<file path="src/rtl/clock_adjust_ctrl_if.sv">
`default_nettype none
// ============================================================================
// Module   : clock_adjust_ctrl_if
// Brief    : Front-panel button inputs and per-field adjust outputs of the
//            clock adjust controller, bundled as one port.
// Revision : 1.0 - initial release
// ============================================================================
interface clock_adjust_ctrl_if;
  logic       btn_mode;
  logic       btn_up;
  logic       btn_down;
  logic [5:0] adj_en;
  logic       adj_up;
  logic       adj_down;
  logic [2:0] mode;

  // Controller side: consumes raw buttons, drives the field counters
  modport master (
    input  btn_mode, btn_up, btn_down,
    output adj_en, adj_up, adj_down, mode
  );

  // Panel / counter side
  modport slave (
    output btn_mode, btn_up, btn_down,
    input  adj_en, adj_up, adj_down, mode
  );
endinterface
`default_nettype wire

</file>
<file path="src/rtl/clock_adjust_ctrl.sv">
`default_nettype none
// ============================================================================
// Module   : clock_adjust_ctrl
// Brief    : Synchronises and debounces mode/up/down buttons, cycles the
//            field-select mode, emits single-cycle step pulses with
//            hold-to-repeat, and falls back to RUN after inactivity.
// Revision : 1.0 - initial release
// ============================================================================
module clock_adjust_ctrl #(
  parameter int unsigned DEBOUNCE_CYC = 500000,
  parameter int unsigned REPEAT_DLY   = 25000000,
  parameter int unsigned REPEAT_PER   = 5000000,
  parameter int unsigned TIMEOUT_CYC  = 500000000
) (
  input  logic                 clk,
  input  logic                 rst_n,
  clock_adjust_ctrl_if.master  bus
);

  localparam logic [31:0] c_DEB_LAST = 32'(DEBOUNCE_CYC - 1);
  localparam logic [31:0] c_DLY_LAST = 32'(REPEAT_DLY - 1);
  localparam logic [31:0] c_PER_LAST = 32'(REPEAT_PER - 1);
  localparam logic [31:0] c_TMO_LAST = 32'(TIMEOUT_CYC - 1);

  typedef enum logic [2:0] {
    S_RUN  = 3'd0,
    S_SEC  = 3'd1,
    S_MIN  = 3'd2,
    S_HOUR = 3'd3,
    S_DAY  = 3'd4,
    S_MON  = 3'd5,
    S_YEAR = 3'd6
  } state_t;

  // Button index: 0 mode, 1 up, 2 down
  logic [2:0] w_raw;
  logic [2:0] w_stable;
  logic [2:0] w_press;

  assign w_raw = {bus.btn_down, bus.btn_up, bus.btn_mode};

  genvar gi;
  generate
    for (gi = 0; gi < 3; gi++) begin : g_btn
      logic [1:0]  r_sync;
      logic [31:0] r_cnt;
      logic        r_stable;
      logic        r_stable_d;

      // Two-flop synchroniser followed by a consecutive-cycle debounce counter
      always_ff @(posedge clk or negedge rst_n) begin
        if (!rst_n) begin
          r_sync     <= 2'b00;
          r_cnt      <= '0;
          r_stable   <= 1'b0;
          r_stable_d <= 1'b0;
        end else begin
          r_sync     <= {r_sync[0], w_raw[gi]};
          r_stable_d <= r_stable;
          if (r_sync[1] == r_stable) begin
            r_cnt <= '0;
          end else if (r_cnt == c_DEB_LAST) begin
            r_stable <= r_sync[1];
            r_cnt    <= '0;
          end else begin
            r_cnt <= r_cnt + 32'd1;
          end
        end
      end

      assign w_stable[gi] = r_stable;
      assign w_press[gi]  = r_stable & ~r_stable_d;
    end
  endgenerate

  state_t      r_state, w_state_next;
  logic [5:0]  r_adj_en, w_en_next;
  logic        r_adj_up, r_adj_down, w_pulse_up, w_pulse_down;
  logic        r_arm_up, r_arm_down, w_arm_up, w_arm_down;
  logic        r_phase, w_phase;
  logic [31:0] r_rep_cnt, w_rep_cnt;
  logic [31:0] r_idle_cnt, w_idle_cnt;
  logic        w_activity, w_timeout, w_step_ok, w_up_new, w_down_new, w_hold_ok;
  logic [31:0] w_rep_last;

  // State, idle/repeat counters and registered outputs
  always_ff @(posedge clk or negedge rst_n) begin
    if (!rst_n) begin
      r_state    <= S_RUN;
      r_adj_en   <= 6'd0;
      r_adj_up   <= 1'b0;
      r_adj_down <= 1'b0;
      r_arm_up   <= 1'b0;
      r_arm_down <= 1'b0;
      r_phase    <= 1'b0;
      r_rep_cnt  <= '0;
      r_idle_cnt <= '0;
    end else begin
      r_state    <= w_state_next;
      r_adj_en   <= w_en_next;
      r_adj_up   <= w_pulse_up;
      r_adj_down <= w_pulse_down;
      r_arm_up   <= w_arm_up;
      r_arm_down <= w_arm_down;
      r_phase    <= w_phase;
      r_rep_cnt  <= w_rep_cnt;
      r_idle_cnt <= w_idle_cnt;
    end
  end

  // Next mode, timeout, step pulse and auto-repeat decisions
  always_comb begin
    w_state_next = r_state;
    w_pulse_up   = 1'b0;
    w_pulse_down = 1'b0;
    w_arm_up     = r_arm_up;
    w_arm_down   = r_arm_down;
    w_phase      = r_phase;
    w_rep_cnt    = r_rep_cnt;
    w_idle_cnt   = r_idle_cnt;
    w_hold_ok    = 1'b0;

    w_activity = (|w_press) | (|w_stable);
    w_timeout  = (r_state != S_RUN) && !w_activity && (r_idle_cnt == c_TMO_LAST);

    // Mode press beats both a step and the timeout
    if (w_press[0]) begin
      w_state_next = (r_state == S_YEAR) ? S_RUN : state_t'(r_state + 3'd1);
    end else if (w_timeout) begin
      w_state_next = S_RUN;
    end

    if (r_state == S_RUN || w_activity || w_timeout) begin
      w_idle_cnt = '0;
    end else begin
      w_idle_cnt = r_idle_cnt + 32'd1;
    end

    // A step only counts while the other step button is released
    w_step_ok  = (r_state != S_RUN) && !w_press[0] && !w_timeout;
    w_up_new   = w_step_ok && w_press[1] && !w_stable[2];
    w_down_new = w_step_ok && w_press[2] && !w_stable[1];
    w_rep_last = r_phase ? c_PER_LAST : c_DLY_LAST;

    if (w_up_new || w_down_new) begin
      w_pulse_up   = w_up_new;
      w_pulse_down = w_down_new;
      w_arm_up     = w_up_new;
      w_arm_down   = w_down_new;
      w_phase      = 1'b0;
      w_rep_cnt    = '0;
    end else if (r_arm_up || r_arm_down) begin
      w_hold_ok = r_arm_up ? (w_stable[1] && !w_stable[2])
                           : (w_stable[2] && !w_stable[1]);
      if (!w_step_ok || !w_hold_ok) begin
        w_arm_up   = 1'b0;
        w_arm_down = 1'b0;
        w_phase    = 1'b0;
        w_rep_cnt  = '0;
      end else if (r_rep_cnt == w_rep_last) begin
        w_pulse_up   = r_arm_up;
        w_pulse_down = r_arm_down;
        w_phase      = 1'b1;
        w_rep_cnt    = '0;
      end else begin
        w_rep_cnt = r_rep_cnt + 32'd1;
      end
    end

    w_en_next = (w_state_next == S_RUN) ? 6'd0
                                        : (6'd1 << (w_state_next - 3'd1));
  end

  assign bus.mode     = r_state;
  assign bus.adj_en   = r_adj_en;
  assign bus.adj_up   = r_adj_up;
  assign bus.adj_down = r_adj_down;

endmodule
`default_nettype wire

</file>
<file path="src/flat_wrapper.sv">
// flat-port wrapper written by rule: the top's interface ports become plain ports
module clock_adjust_ctrl_flat 
#(
  parameter int unsigned DEBOUNCE_CYC = 500000,
  parameter int unsigned REPEAT_DLY   = 25000000,
  parameter int unsigned REPEAT_PER   = 5000000,
  parameter int unsigned TIMEOUT_CYC  = 500000000
)
  (clk, rst_n, bus_btn_mode, bus_btn_up, bus_btn_down, bus_adj_en, bus_adj_up, bus_adj_down, bus_mode);
  clock_adjust_ctrl_if bus_i ();
  input  logic clk;
  input  logic rst_n;
  input wire logic [$bits(bus_i.btn_mode)-1:0] bus_btn_mode;
  input wire logic [$bits(bus_i.btn_up)-1:0] bus_btn_up;
  input wire logic [$bits(bus_i.btn_down)-1:0] bus_btn_down;
  output wire logic [$bits(bus_i.adj_en)-1:0] bus_adj_en;
  output wire logic [$bits(bus_i.adj_up)-1:0] bus_adj_up;
  output wire logic [$bits(bus_i.adj_down)-1:0] bus_adj_down;
  output wire logic [$bits(bus_i.mode)-1:0] bus_mode;
  assign bus_i.btn_mode = bus_btn_mode;
  assign bus_i.btn_up = bus_btn_up;
  assign bus_i.btn_down = bus_btn_down;
  assign bus_adj_en = bus_i.adj_en;
  assign bus_adj_up = bus_i.adj_up;
  assign bus_adj_down = bus_i.adj_down;
  assign bus_mode = bus_i.mode;
  clock_adjust_ctrl #(.DEBOUNCE_CYC(DEBOUNCE_CYC), .REPEAT_DLY(REPEAT_DLY), .REPEAT_PER(REPEAT_PER), .TIMEOUT_CYC(TIMEOUT_CYC)) u_core (.clk(clk), .rst_n(rst_n), .bus(bus_i));
endmodule
</file>
<file path="config.mk">
export PLATFORM = sky130hd
export DESIGN_NAME = clock_adjust_ctrl_flat
export DESIGN_NICKNAME = d
export VERILOG_FILES = /design/src/rtl/clock_adjust_ctrl_if.sv /design/src/rtl/clock_adjust_ctrl.sv /design/src/flat_wrapper.sv
export SDC_FILE = /design/constraint.sdc
export NUM_CORES = 1
export LEC_CHECK = 0
export CAP_MARGIN = 20
export CORE_MARGIN = 5
export CORE_UTILIZATION = 35
export CTS_CLUSTER_DIAMETER = 100
export CTS_CLUSTER_SIZE = 14
export DETAILED_ROUTE_END_ITERATION = 8
export GPL_TIMING_DRIVEN = 0
export MAX_ROUTING_LAYER = met4
export PLACE_DENSITY = 0.52
export SLEW_MARGIN = 20
export SYNTH_ARGS = -nofsm -noshare
export SYNTH_HDL_FRONTEND = slang
export SYNTH_SLANG_ARGS = --single-unit
</file>
<file path="constraint.sdc">
create_clock -name clk -period 5.36 [get_ports clk]
set_input_delay 0.804 -clock clk [delete_from_list [all_inputs] [get_ports clk]]
set_output_delay 0.804 -clock clk [all_outputs]
set_load 0.03 [all_outputs]
</file>
=== Word-level counts from Yosys, hierarchy flattened ===
Index checks and enable logic that the tools add are counted.

* Equal/unequal tests: 9
* Reductions and logical operators: 35
* Add/sub/neg operators: 7
* Shift operators: 1
* Mux-type cells: 33
* Bitwise logic cells: 10

{| class="wikitable"
|+ Operators with widths
! operator !! count
|-
| 32-bit two-way mux || 11
|-
| 32-bit by 1-bit adder with 32-bit output (second input constant) || 5
|-
| 32-bit by 19-bit equality test with 1-bit output (second input constant) || 3
|-
| 32-bit by 29-bit equality test with 1-bit output (second input constant) || 1
|-
| 32-bit equality test || 1
|-
| 25-bit two-way mux || 1
|-
| 1-bit two-way mux || 17
|-
| 1-bit logical AND || 10
|-
| 2-bit AND reduction || 5
|-
| 3-bit two-way mux || 3
|-
| 1-bit zero test || 7
|-
| 3-bit zero test || 2
|-
| 6-bit two-way mux || 1
|-
| 1-bit NOT || 6
|-
| 3-bit nonzero test || 2
|-
| 3-bit OR reduction || 2
|-
| 1-bit by 3-bit left shift with 6-bit output (first input constant) || 1
|-
| 1-bit logical OR || 5
|-
| 2-bit nonzero test || 2
|-
| 3-bit by 1-bit adder with 3-bit output (second input constant) || 1
|-
| 1-bit AND || 3
|-
| 1-bit equality test || 3
|-
| 3-bit equality test (second input constant) || 1
|-
| 3-bit by 1-bit subtractor with 3-bit output (second input constant) || 1
|-
| 1-bit OR || 1
|}

* Input port bits: 5
* Bits in registers: 186

=== Depth between registers and ports, before layout ===
Gate-level depths: netlist of run 1.

* Depth after elaboration: 14
* Mapped depth: 9

=== Least setup slack after synthesis of run 1 ===
Ideal clock, no wire load.

* Path kind: register -> register
* Start: reg u_core.r_rep_cnt[8]
* End: reg u_core.r_rep_cnt[29]
* Setup slack: 3133 ps
* Data required time: 5236 ps
* Data arrival time: 2103 ps
* Stages on the path, launching flop included: 8
* Setup time: 124 ps
* Cells stage by stage: dfrtp_1 buf_2 or3_1 or4_1 a211o_1 buf_2 and4_1 a211o_1

* Cells in the longest elaborated chain, start to end: 5
* Elaborated cells between the ends (all ways): 6
* Those cells by class: 1 x add/sub; 1 x eq/ne; 4 x mux

{| class="wikitable"
|+ Ends and longest elaborated chain
! item !! line !! source
|-
| start, declared || clock_adjust_ctrl.sv:81 || <nowiki>logic [31:0] r_rep_cnt, w_rep_cnt;</nowiki>
|-
| start signal, assigned || clock_adjust_ctrl.sv:106 || <nowiki>r_rep_cnt <= w_rep_cnt;</nowiki>
|-
| 32-bit by 1-bit adder with 32-bit output / 32-bit equality test (equally long branches) || clock_adjust_ctrl.sv:166, clock_adjust_ctrl.sv:160 ||
|-
| 32-bit two-way mux * || clock_adjust_ctrl.sv:160 || <nowiki>end else if (r_rep_cnt == w_rep_last) begin</nowiki>
|-
| 32-bit two-way mux * || clock_adjust_ctrl.sv:155 || <nowiki>if (!w_step_ok || !w_hold_ok) begin</nowiki>
|-
| 32-bit two-way mux * || clock_adjust_ctrl.sv:152 || <nowiki>end else if (r_arm_up || r_arm_down) begin</nowiki>
|-
| 32-bit two-way mux * || clock_adjust_ctrl.sv:145 || <nowiki>if (w_up_new || w_down_new) begin</nowiki>
|}

Every way passes the cells marked *; elsewhere a longest branch is shown, timed or not. The select of a mux whose other input is x is not followed.
A chain may end at the register's enable or synchronous reset.

=== Final worst setup path of run 1 ===
* Start: reg u_core.r_state[0] (netlist: u_core.bus.mode[0])
* End: reg u_core.r_rep_cnt[2]

* Cells in the longest elaborated chain, start to end: 10
* Elaborated cells between the ends (all ways): 17
* Those cells by class: 3 x mux; 14 x reduce/logical

{| class="wikitable"
|+ Ends and longest elaborated chain
! item !! line !! source
|-
| start, declared || clock_adjust_ctrl.sv:76 || <nowiki>state_t r_state, w_state_next;</nowiki>
|-
| start signal, assigned || clock_adjust_ctrl.sv:99 || <nowiki>r_state <= w_state_next;</nowiki>
|-
| 3-bit nonzero test * || clock_adjust_ctrl.sv:124, clock_adjust_ctrl.sv:140 ||
|-
| 1-bit logical AND (2 in a row) || clock_adjust_ctrl.sv:124 || <nowiki>w_timeout = (r_state != S_RUN) && !w_activity && (r_idle_cnt == c_TMO_LAST);</nowiki>
|-
| 1-bit zero test || clock_adjust_ctrl.sv:140 || <nowiki>w_step_ok = (r_state != S_RUN) && !w_press[0] && !w_timeout;</nowiki>
|-
| 1-bit logical AND * || clock_adjust_ctrl.sv:140 ||
|-
| 1-bit zero test || clock_adjust_ctrl.sv:155 ||
|-
| 1-bit logical OR || clock_adjust_ctrl.sv:155 ||
|-
| 32-bit two-way mux || clock_adjust_ctrl.sv:155 ||
|-
| 32-bit two-way mux || clock_adjust_ctrl.sv:152 ||
|-
| 32-bit two-way mux || clock_adjust_ctrl.sv:145 ||
|}

Marked as above.

==> results of run 1 <==
cell usage after synthesis (5+ instances only):
master    number
a21oi_1        9
a31oi_1       26
and2_1         5
and3_1        21
and4_1        22
buf_2          6
clkbuf_1      32
dfrtp_1      186
ha_1           5
inv_1         32
nand2_1       85
nand2b_1       5
nand3_1       69
nand3b_1       6
nand4_1       49
nor2_1       150
nor3_1        32
nor4_1        43
nor4b_1       10
o21ai_0       12
o22ai_1       11
or2_2          7
or3_1         11
or4_1          6
xnor2_1       75
xor2_1        43
per-layer routing:
metal | vias to the layer above | track usage
met4 | 0 | 0.0412
li1 | 3703 | -
met5 | - | -
met2 | 108 | 0.238
met1 | 3621 | 0.216
met3 | 18 | 0.0292
layout by cell type (no fill, tap or decap), drive strengths merged, types with 14 or more instances in the layout:
cell and instances:
nor4 45, dfrtp 186, and3 22, nand3 70, nand2 85, clkbuf 51, clkdlybuf4s50 14, nor2 150
a31oi 26, and4 23, xor2 43, nand4 50, nor3 32, inv 36, xnor2 75
registers in the layout, summed over array words and instances (netlist names), 3 cells and up:
| signal | count |
|---|---|
| u_core.g_btn.r_cnt | 96 |
| u_core.r_rep_cnt | 32 |
| u_core.bus.adj_en | 6 |
| u_core.r_idle_cnt | 32 |
| u_core.g_btn.r_stable_d | 3 |
| u_core.g_btn.r_stable | 3 |
| u_core.g_btn.r_sync | 6 |
| u_core.bus.mode | 3 |
cells by family (layout without fill, tap and decap cells):
| group | Yosys count | after routing | synth area share |
|---|---|---|---|
| and+or+nand+nor | 544 | 544 | 0.300 |
| muxes | 3 | 3 | 0.00356 |
| AOI/OAI and AO/OA | 87 | 87 | 0.0605 |
| DFF | 186 | 186 | 0.490 |
| buffers and inverters | 74 | 121 | 0.0308 |
| adders and majority gates | 5 | 5 | 0.00659 |
| xor gates and xnor gates | 118 | 118 | 0.109 |
cell type report:
cell class / count / share of cell area
Timing Repair Buffer: 17 / 0.0196
Multi-Input combinational cell: 757 / 0.424
Inverter: 32 / 0.0112
Tap cell: 341 / 0.0397
Sequential cell: 186 / 0.434
Clock inverter: 11 / 0.0149
Clock buffer: 19 / 0.0413
Buffer: 42 / 0.0161
report_power, final:
| part | leakage [nW] | switching [mW] | total (mW) | internal (mW) |
|---|---|---|---|---|
| combinational | 1.24 | 0.0454 | 0.0602 | 0.0148 |
| sequential | 2.58 | 0.00701 | 1.42 | 1.41 |
| clock | 0.295 | 0.571 | 1.32 | 0.752 |
| total | 4.11 | 0.623 | 2.80 | 2.18 |
path summary, 6_finish.rpt:
kind / startpoint / endpoint / slack, ns / depth (start not counted)
worst min-delay path: rst_n / u_core.g_btn[0].r_cnt[18]$_DFF_PN0_ / 0.17 / 1
worst min register to register: u_core.g_btn[2].r_sync[0]$_DFF_PN0_ / u_core.g_btn[2].r_sync[1]$_DFF_PN0_ / 0.35 / 0
max in group asynchronous: rst_n / u_core.r_idle_cnt[22]$_DFF_PN0_ / 4.10 / 3
min in group clk: u_core.g_btn[2].r_sync[0]$_DFF_PN0_ / u_core.g_btn[2].r_sync[1]$_DFF_PN0_ / 0.35 / 0
worst max-delay path: u_core.bus.mode[0]$_DFF_PN0_ / u_core.r_rep_cnt[2]$_DFFE_PN0P_ / 2.59 / 7
worst max register to register: u_core.bus.mode[0]$_DFF_PN0_ / u_core.r_rep_cnt[2]$_DFFE_PN0P_ / 2.59 / 7
metrics by stage:
| step | total power, mW | util | setup TNS, ns |
|---|---|---|---|
| floorplan | 1.46 | - | 0 |
| global placement | 1.51 | 0.376 | -892.79 |
| detailed placement | 1.51 | 0.378 | 0 |
| CTS | 2.85 | 0.401 | 0 |
| global route | 2.91 | 0.401 | 0 |
| finish | 2.80 | 0.401 | 0 |
==> impl_metrics.tcl, run 1 <==
set metrics [dict create \
    cts_setup_buffers 0 \
    synthArstFlopShare 1.00 \
    vias_per_cell 5.30 \
    globalRoute.totalOverflow 0 \
    final_antenna_net_count 0 \
    cp_cell_sequence "or3_1, clkbuf_1, o211a_1, nor3_1, clkbuf_1, nand2_1, o311ai_0" \
    hold_ws_ns 0.168 \
    dr_wl_met2_mm 10.1 \
    root_buffer "clkbuf_16" \
    cts_tree "yes" \
    status "complete, no violations" \
    ctsHoldBuffers 0 \
    wire_per_inst_um 15.7 \
    fin_skew_ns 0.0166 \
    powerDensity_mw_per_mm2 261 \
    grt_use_total 0.157 \
    path_clk_slew_ns 0.07 \
    first_pass_iters 5 \
    synth_cells 1017 \
    core_mm2 0.0268 \
    cts_max_level 4 \
    multi_input_area_mm2 0.00455 \
    critPathArrivalTime_ns 3.09 \
    final-seq-area_mm2 0.00465 \
    ys_top_cells_by_area "dfrtp_1 49%, xnor2_1 6.9%, nor2_1 5.9%" \
    fmax_ghz 0.361 \
    worstMarginPinSlew_ns 1.01 \
    finalHoldViolCount 0 \
    drt-total-wl_mm 22.1 \
    critical_path_peak_fanout 10 \
    die_area_mm2 0.0305 \
    die_y_um 175 \
    cts_sinks 186 \
    post-place-ws_ns 2.66 \
    grt_max_degree 89 \
    grt_pass1_vias 7533 \
    path_class "flip-flop to flip-flop" \
    setup_ws_ns 2.59 \
    peakVddDrop_v 0.000199 \
    layout-drive-gt1-share 0.0526 \
    antenna_found_initial 0 \
    cp.buffers_inverters 2 \
    top_layer_used "met4" \
    n_antenna_cell 0 \
    place_area_mm2 0.0101 \
    crit_required_ns 5.68 \
    grt_first_pass_wirelength_mm 38.7 \
    post-synth-top-area-fraction 0.490 \
    crit_path_end_kind "flip-flop" \
    dpl.hpwl_mm 15.0 \
    fillCellCount 2618 \
    start_kind "flip-flop" \
    area_delta_synth_final_pct 13.1 \
    io_pins 16 \
    path_delay_family "simple AND/OR/NAND/NOR gates" \
    ys.flop_type "dfrtp_1" \
    cts_buffers 17 \
    route.met3.wl_um 679 \
    syn_area_mm2 0.00950 \
    die_w_um 175 \
    final_nets 1063 \
    gp_routability_congestion 0.831 \
    drc 0 \
    finalCriticalPeriod_ns 2.77 \
    cpPeakStageDelay_ns 0.68 \
    ctsResizeCount 0 \
    min_path_type "input pin to async pin" \
    crit_slowest_cell "nor3_1" \
    seq_area_frac_synth 0.490 \
    setup_viol_count_final 0 \
    ys_ff_latch 186 \
    initial_core_util 0.354 \
    stdcell_area_mm2 0.0107 \
    dpl.cell_count 1375 \
    synth_cell_type_count 57 \
    yosysWarnings 0 \
    finalCritPeriodShare 0.517 \
    cts.path.max_buffers 2 \
    crit_top_cell "clkbuf_1" \
    leakage_nw 4.11 \
    dr.first_iter.drc_count 595 \
    slew_violations 0 \
    fin_cells 1405 \
    relSlewSlack 0.318 \
    postSynthAreaPerCell_um2 9.34 \
    synth_top_area_cell "dfrtp_1" \
    wl_met1_mm 11.0 \
    synth_edf_count 0 \
    rsz0062_at_grt "false" \
    syn_nets 1027 \
    drv_cap 0 \
    port_buffers 15 \
    fp-row-count 60 \
    vias 7450 \
    clock_latency_ns 0.44 \
]
Power figures use the tool's default switching activity.
==> run 2: changes to the inputs <==
PLACE_DENSITY = 0.53   (was 0.52)
clock period = 2.4 ns   (was 5.36 ns; I/O delays follow)
==> run 2 against run 1 <==
Final cell count did not move. Sequential cell count unchanged. Worst setup slack lost 2.5 ns. Largest power group unchanged. Via count is 0.13% lower. Combinational power increased by 130%. First-iteration DRC count down 27%. Register-to-register slack lost 2.5 ns. Power grew 120%.
==> impl_metrics.tcl, run 2 (synthesis results as in run 1) <==
set metrics [dict create \
    utilization 0.405 \
    finalCritPeriodShare 0.984 \
    slew_violations 0 \
    core_mm2 0.0268 \
    critPathArrivalTime_ns 2.65 \
    setup_viol_count_final 0 \
    start_kind "flip-flop" \
    comb_power_share 0.022 \
    area_delta_synth_final_pct 14.4 \
    fin_cells 1405 \
    die_y_um 175 \
    drc 0 \
    tns_ns 0 \
    n_antenna_cell 0 \
    wire_per_inst_um 15.7 \
    root_buffer "clkbuf_16" \
    crit_required_ns 2.69 \
    status "complete, no violations" \
    place_area_mm2 0.0101 \
    largest_reg_flops 96 \
    fmax_ghz 0.423 \
    vias_per_cell 5.30 \
    fp-row-count 60 \
    pwr-share-clk 0.461 \
    rsz0062_at_grt "true" \
    path_clk_slew_ns 0.07 \
    top_register "u_core.g_btn.r_cnt" \
    grt_max_degree 80 \
    powerDensity_mw_per_mm2 564 \
    final_antenna_net_count 0 \
    finalCriticalPeriod_ns 2.36 \
    cts_tree "yes" \
    min_path_type "flip-flop to flip-flop" \
    setup_ws_ns 0.0385 \
    path_class "flip-flop to flip-flop" \
    power_mw 6.13 \
    post-place-ws_ns -0.291 \
    die_w_um 175 \
    largestRegisters "u_core.g_btn.r_cnt (96), u_core.r_idle_cnt (32), u_core.r_rep_cnt (32)" \
    relSlewSlack 0.378 \
    dr.first_iter.drc_count 436 \
    dpl.cell_count 1375 \
    swShare 0.231 \
    cts_buffers 17 \
    drv_cap 0 \
    cts_sinks 186 \
    cts_max_level 4 \
    dpl.hpwl_mm 15.1 \
    stdcell_area_mm2 0.0109 \
    die_area_mm2 0.0305 \
    grt_pass1_vias 7302 \
    initial_core_util 0.354 \
    port_buffers 15 \
    grt_first_pass_wirelength_mm 37.9 \
    finalHoldViolCount 0 \
    grt_use_total 0.153 \
    final_cell_mix "183 x dfrtp_1, 150 x nor2_1, 84 x nand2_1" \
    fin_skew_ns 0.0144 \
    critical_path_peak_fanout 10 \
    cts.path.max_buffers 2 \
    globalRoute.totalOverflow 0 \
    first_pass_iters 6 \
    worstMarginPinSlew_ns 0.925 \
    io_pins 16 \
    antenna_found_initial 0 \
    drt-total-wl_mm 22.1 \
    vias 7440 \
    hold_ws_ns 0.349 \
    layout-drive-gt1-share 0.0808 \
    crit_path_end_kind "flip-flop" \
    p_switching_mw 1.42 \
    internal-power_mw 4.71 \
    final_common_cell "dfrtp_1" \
    peakVddDrop_v 0.000418 \
    gp_routability_congestion 0.844 \
    clock_latency_ns 0.43 \
    final_nets 1061 \
    p_seq_frac 0.517 \
    leakage_nw 4.19 \
]
==> run 2: cell types whose count changed in the layout (fill, tap and decap cells not counted), moves of 2 or more <==
cell	previous run	this run
inv_8	0	3
clkbuf_2	0	8
nor4_2	2	5
bufinv_16	3	1
dfrtp_1	186	183
nor3_1	32	30
buf_4	0	3
dfrtp_2	0	3
nor4_1	43	39
clkbuf_1	33	21
buf_6	1	5
buf_2	6	1
nor3_4	0	2
==> run 2: repair_timing <==
action | 4_1_cts | 5_1_grt
hold endpoints to repair | 50 | 0
hold buffers | 1 | 0
pin swaps | 0 | 0
resized for setup | 15 | 34
setup buffers | 0 | 1
endpoints found under the setup margin | 64 | 101
==> run 2: final timing paths <==
| kind | from | to | slack, ns | cells after the start |
|---|---|---|---|---|
| worst min-delay path | u_core.g_btn[0].r_sync[0]$_DFF_PN0_ | u_core.g_btn[0].r_sync[1]$_DFF_PN0_ | 0.35 | 0 |
| min in group asynchronous | rst_n | u_core.g_btn[0].r_cnt[19]$_DFF_PN0_ | 0.44 | 2 |
| max in group asynchronous | rst_n | u_core.bus.mode[0]$_DFF_PN0_ | 1.19 | 3 |
| worst min register to register | u_core.g_btn[0].r_sync[0]$_DFF_PN0_ | u_core.g_btn[0].r_sync[1]$_DFF_PN0_ | 0.35 | 0 |
| worst max-delay path | u_core.r_idle_cnt[0]$_DFF_PN0_ | u_core.r_idle_cnt[22]$_DFF_PN0_ | 0.04 | 7 |
| worst max register to register | u_core.r_idle_cnt[0]$_DFF_PN0_ | u_core.r_idle_cnt[22]$_DFF_PN0_ | 0.04 | 7 |
==> run 2: critical path, cell delays in order, from the launching register on <==
cell and delay [ns]:
dfrtp_1 0.40, ha_1 0.21, nand3_1 0.30, nor2b_2 0.36, nand3_1 0.23, nand3_1 0.21, buf_1 0.41, nor2_1 0.11
==> run 2: routing by layer <==
metal / global-route usage / wire (um) / vias to the layer above
li1: - / - / 3687
met1: 0.220 / 11300 / 3614
met2: 0.224 / 9790 / 110
met3: 0.0249 / 656 / 29
met4: 0.0416 / 312 / 0
met5: - / 0 / -
==> run 2: final cells by class <==
class / count / area, um2
fill: 2597 / 15900
sequential: 186 / 4660
multi-input combinational: 757 / 4640
clock buffer: 20 / 457
tap: 341 / 427
timing repair buffer: 19 / 228
buffer: 38 / 199
clock inverter: 12 / 129
inverter: 32 / 120
==> run 2: power groups by stage <==
stage / Clock, mW / Combinational [mW] / Sequential, mW
floorplan: 0 / 0.0441 / 3.22
finish: 2.82 / 0.138 / 3.17
detailed placement: 0 / 0.143 / 3.23
global route: 3.03 / 0.167 / 3.17
CTS: 2.91 / 0.145 / 3.16
global placement: 0 / 0.132 / 3.23
==> run 3: changes to the inputs <==
ABC_AREA = 1   (was unset)
==> run 3 against run 2 <==
Synthesized area up 15%. Critical path type unchanged. Hold slack worse by 0.0023 ns. Global-route usage is 1.9 points higher. Sequential share of layout area down 4.5 points. Combinational power hardly changed. Largest power group unchanged. Synthesized cell count increased by 43%.
==> impl_metrics.tcl, run 3 <==
set metrics [dict create \
    status "complete, no violations" \
    yosysMostFrequentCell "nand2_1" \
    finalCriticalPeriod_ns 2.20 \
    peakVddDrop_v 0.000489 \
    ys_ff_latch 186 \
    finalCritPeriodShare 0.917 \
    fillCellCount 3207 \
    layout-drive-gt1-share 0.0653 \
    postSynthAreaPerCell_um2 7.50 \
    wire_per_inst_um 14.5 \
    die_w_um 186 \
    ys_top_cells_by_count "305 x nand2_1, 284 x nor2_1, 186 x dfrtp_1" \
    critPathArrivalTime_ns 2.55 \
    grt_pass1_vias 9186 \
    synth_edf_count 0 \
    cts_sinks 186 \
    first_pass_iters 5 \
    clock_latency_ns 0.44 \
    largest_reg_flops 96 \
    syn_nets 1461 \
    grt_max_degree 95 \
    n_antenna_cell 0 \
    path_class "flip-flop to flip-flop" \
    slew_violations 0 \
    hold_ws_ns 0.347 \
    finalHoldViolCount 0 \
    rsz0062_at_grt "false" \
    ys.flop_type "dfrtp_1" \
    die_area_mm2 0.0347 \
    largestRegisters "u_core.g_btn.r_cnt (96), u_core.r_idle_cnt (32), u_core.r_rep_cnt (32)" \
    globalRoute.totalOverflow 0 \
    final_nets 1498 \
    final_common_cell "nand2_1" \
    top_register "u_core.g_btn.r_cnt" \
    seq_area_frac_synth 0.428 \
    leakage_nw 4.94 \
    drt-total-wl_mm 27.6 \
    post-synth-top-area-fraction 0.428 \
    drv_cap 0 \
    dr.first_iter.drc_count 705 \
    cts.path.max_buffers 2 \
    fin_skew_ns 0.0122 \
    fp-row-count 64 \
    cts_buffers 17 \
    syn_area_mm2 0.0109 \
    start_kind "flip-flop" \
    crit_required_ns 2.75 \
    final_cell_mix "305 x nand2_1, 284 x nor2_1, 186 x dfrtp_1" \
    setup_viol_count_final 0 \
    min_path_type "input pin to flip-flop" \
    critical_path_peak_fanout 10 \
    dpl.hpwl_mm 20.9 \
    root_buffer "clkbuf_16" \
    place_area_mm2 0.0116 \
    initial_core_util 0.355 \
    antenna_found_initial 0 \
    grt_use_total 0.172 \
    stdcell_area_mm2 0.0121 \
    core_mm2 0.0307 \
    ys_top_cells_by_area "dfrtp_1 43%, nand2_1 11%, nor2_1 9.8%" \
    vias_per_cell 4.88 \
    vias 9260 \
    area_delta_synth_final_pct 11.6 \
    port_buffers 15 \
    powerDensity_mw_per_mm2 495 \
    io_pins 16 \
    synth_cell_type_count 40 \
    cts_max_level 4 \
    synth_cells 1451 \
    final_antenna_net_count 0 \
    cts_tree "yes" \
    relSlewSlack 0.557 \
    crit_path_end_kind "flip-flop" \
    fmax_ghz 0.454 \
    grt_first_pass_wirelength_mm 46.7 \
    die_y_um 186 \
    path_clk_slew_ns 0.07 \
    gp_routability_congestion 0.961 \
    worstMarginPinSlew_ns 0.659 \
    drc 0 \
    tns_ns 0 \
    yosysWarnings 0 \
    synth_top_area_cell "dfrtp_1" \
    synthArstFlopShare 1.00 \
]
## run 3: metrics by stage
stage | total power, mW | utilization | instances | setup WS (ns)
final | 6.01 | 0.396 | 1896 | 0.199
after global routing | 6.23 | 0.396 | 1896 | 0.0296
after CTS | 6.11 | 0.396 | 1896 | 0.140
after detailed placement | 3.37 | 0.378 | 1864 | 0.170
after global placement | 3.36 | 0.376 | 1862 | -7.23
after floorplan | 3.26 | - | 1451 | 0.693
## run 3: cell families (layout without fill, tap and decap cells)
group | Yosys count | in the layout | synth area share
flops | 186 | 186 | 0.428
simple gates | 920 | 920 | 0.383
fa+ha+maj | 5 | 5 | 0.00575
xor+xnor | 110 | 110 | 0.0886
compound gates | 47 | 47 | 0.0243
buf+inv | 183 | 232 | 0.0703
## run 3: critical path, stage by stage (launching register included)
cell and delay (ns):
dfrtp_1 0.49, ha_2 0.35, nand3_2 0.19, nor4_1 0.33, nand3_1 0.13, nor2_1 0.12, buf_2 0.24, nand4_1 0.11
nand2_1 0.16
## run 3: final timing paths
kind / from / end / slack (ns) / cells past startpoint
worst max register to register: u_core.r_rep_cnt[0]$_DFFE_PN0P_ / u_core.bus.adj_down$_DFF_PN0_ / 0.20 / 8
worst min register to register: u_core.g_btn[1].r_sync[0]$_DFF_PN0_ / u_core.g_btn[1].r_sync[1]$_DFF_PN0_ / 0.35 / 0
worst min-delay path: bus_btn_mode / u_core.g_btn[0].r_sync[0]$_DFF_PN0_ / 0.35 / 1
worst max-delay path: u_core.r_rep_cnt[0]$_DFFE_PN0P_ / u_core.bus.adj_down$_DFF_PN0_ / 0.20 / 8
max in group asynchronous: rst_n / u_core.g_btn[1].r_cnt[24]$_DFF_PN0_ / 0.92 / 4
min in group asynchronous: rst_n / u_core.r_rep_cnt[4]$_DFFE_PN0P_ / 0.38 / 2
## run 3: final cells by class
cell class | instances | area (um2) | share of cell area
plain buffers | 33 | 201 | 0.0166
inverters | 150 | 563 | 0.0464
flip-flops and latches | 186 | 4650 | 0.383
well taps | 396 | 495 | 0.0408
multi-input cells | 1082 | 5460 | 0.450
clock buffers | 22 | 464 | 0.0382
clock inverters | 9 | 82.6 | 0.00680
repair buffers | 18 | 220 | 0.0181
## run 3: report_power, final
part	leakage [nW]	internal, mW	switching [mW]
Clock	0.266	1.41	1.31
Combinational	2.09	0.0325	0.105
Sequential	2.58	3.15	0.0121
Total	4.94	4.59	1.43
## run 3: repair_timing
action | 4_1_cts | 5_1_grt
resized for setup | 0 | 1
endpoints found under the setup margin | 0 | 19
setup buffers | 0 | 0
hold endpoints to repair | 36 | 0
hold buffers | 1 | 0
## run 3: per-layer routing
| metal | vias to the layer above | routed length [um] | track usage |
|---|---|---|---|
| met3 | 20 | 929 | 0.0311 |
| met5 | - | 0 | - |
| met4 | 0 | 295 | 0.0376 |
| met1 | 4332 | 13200 | 0.227 |
| met2 | 151 | 13100 | 0.278 |
| li1 | 4757 | - | - |
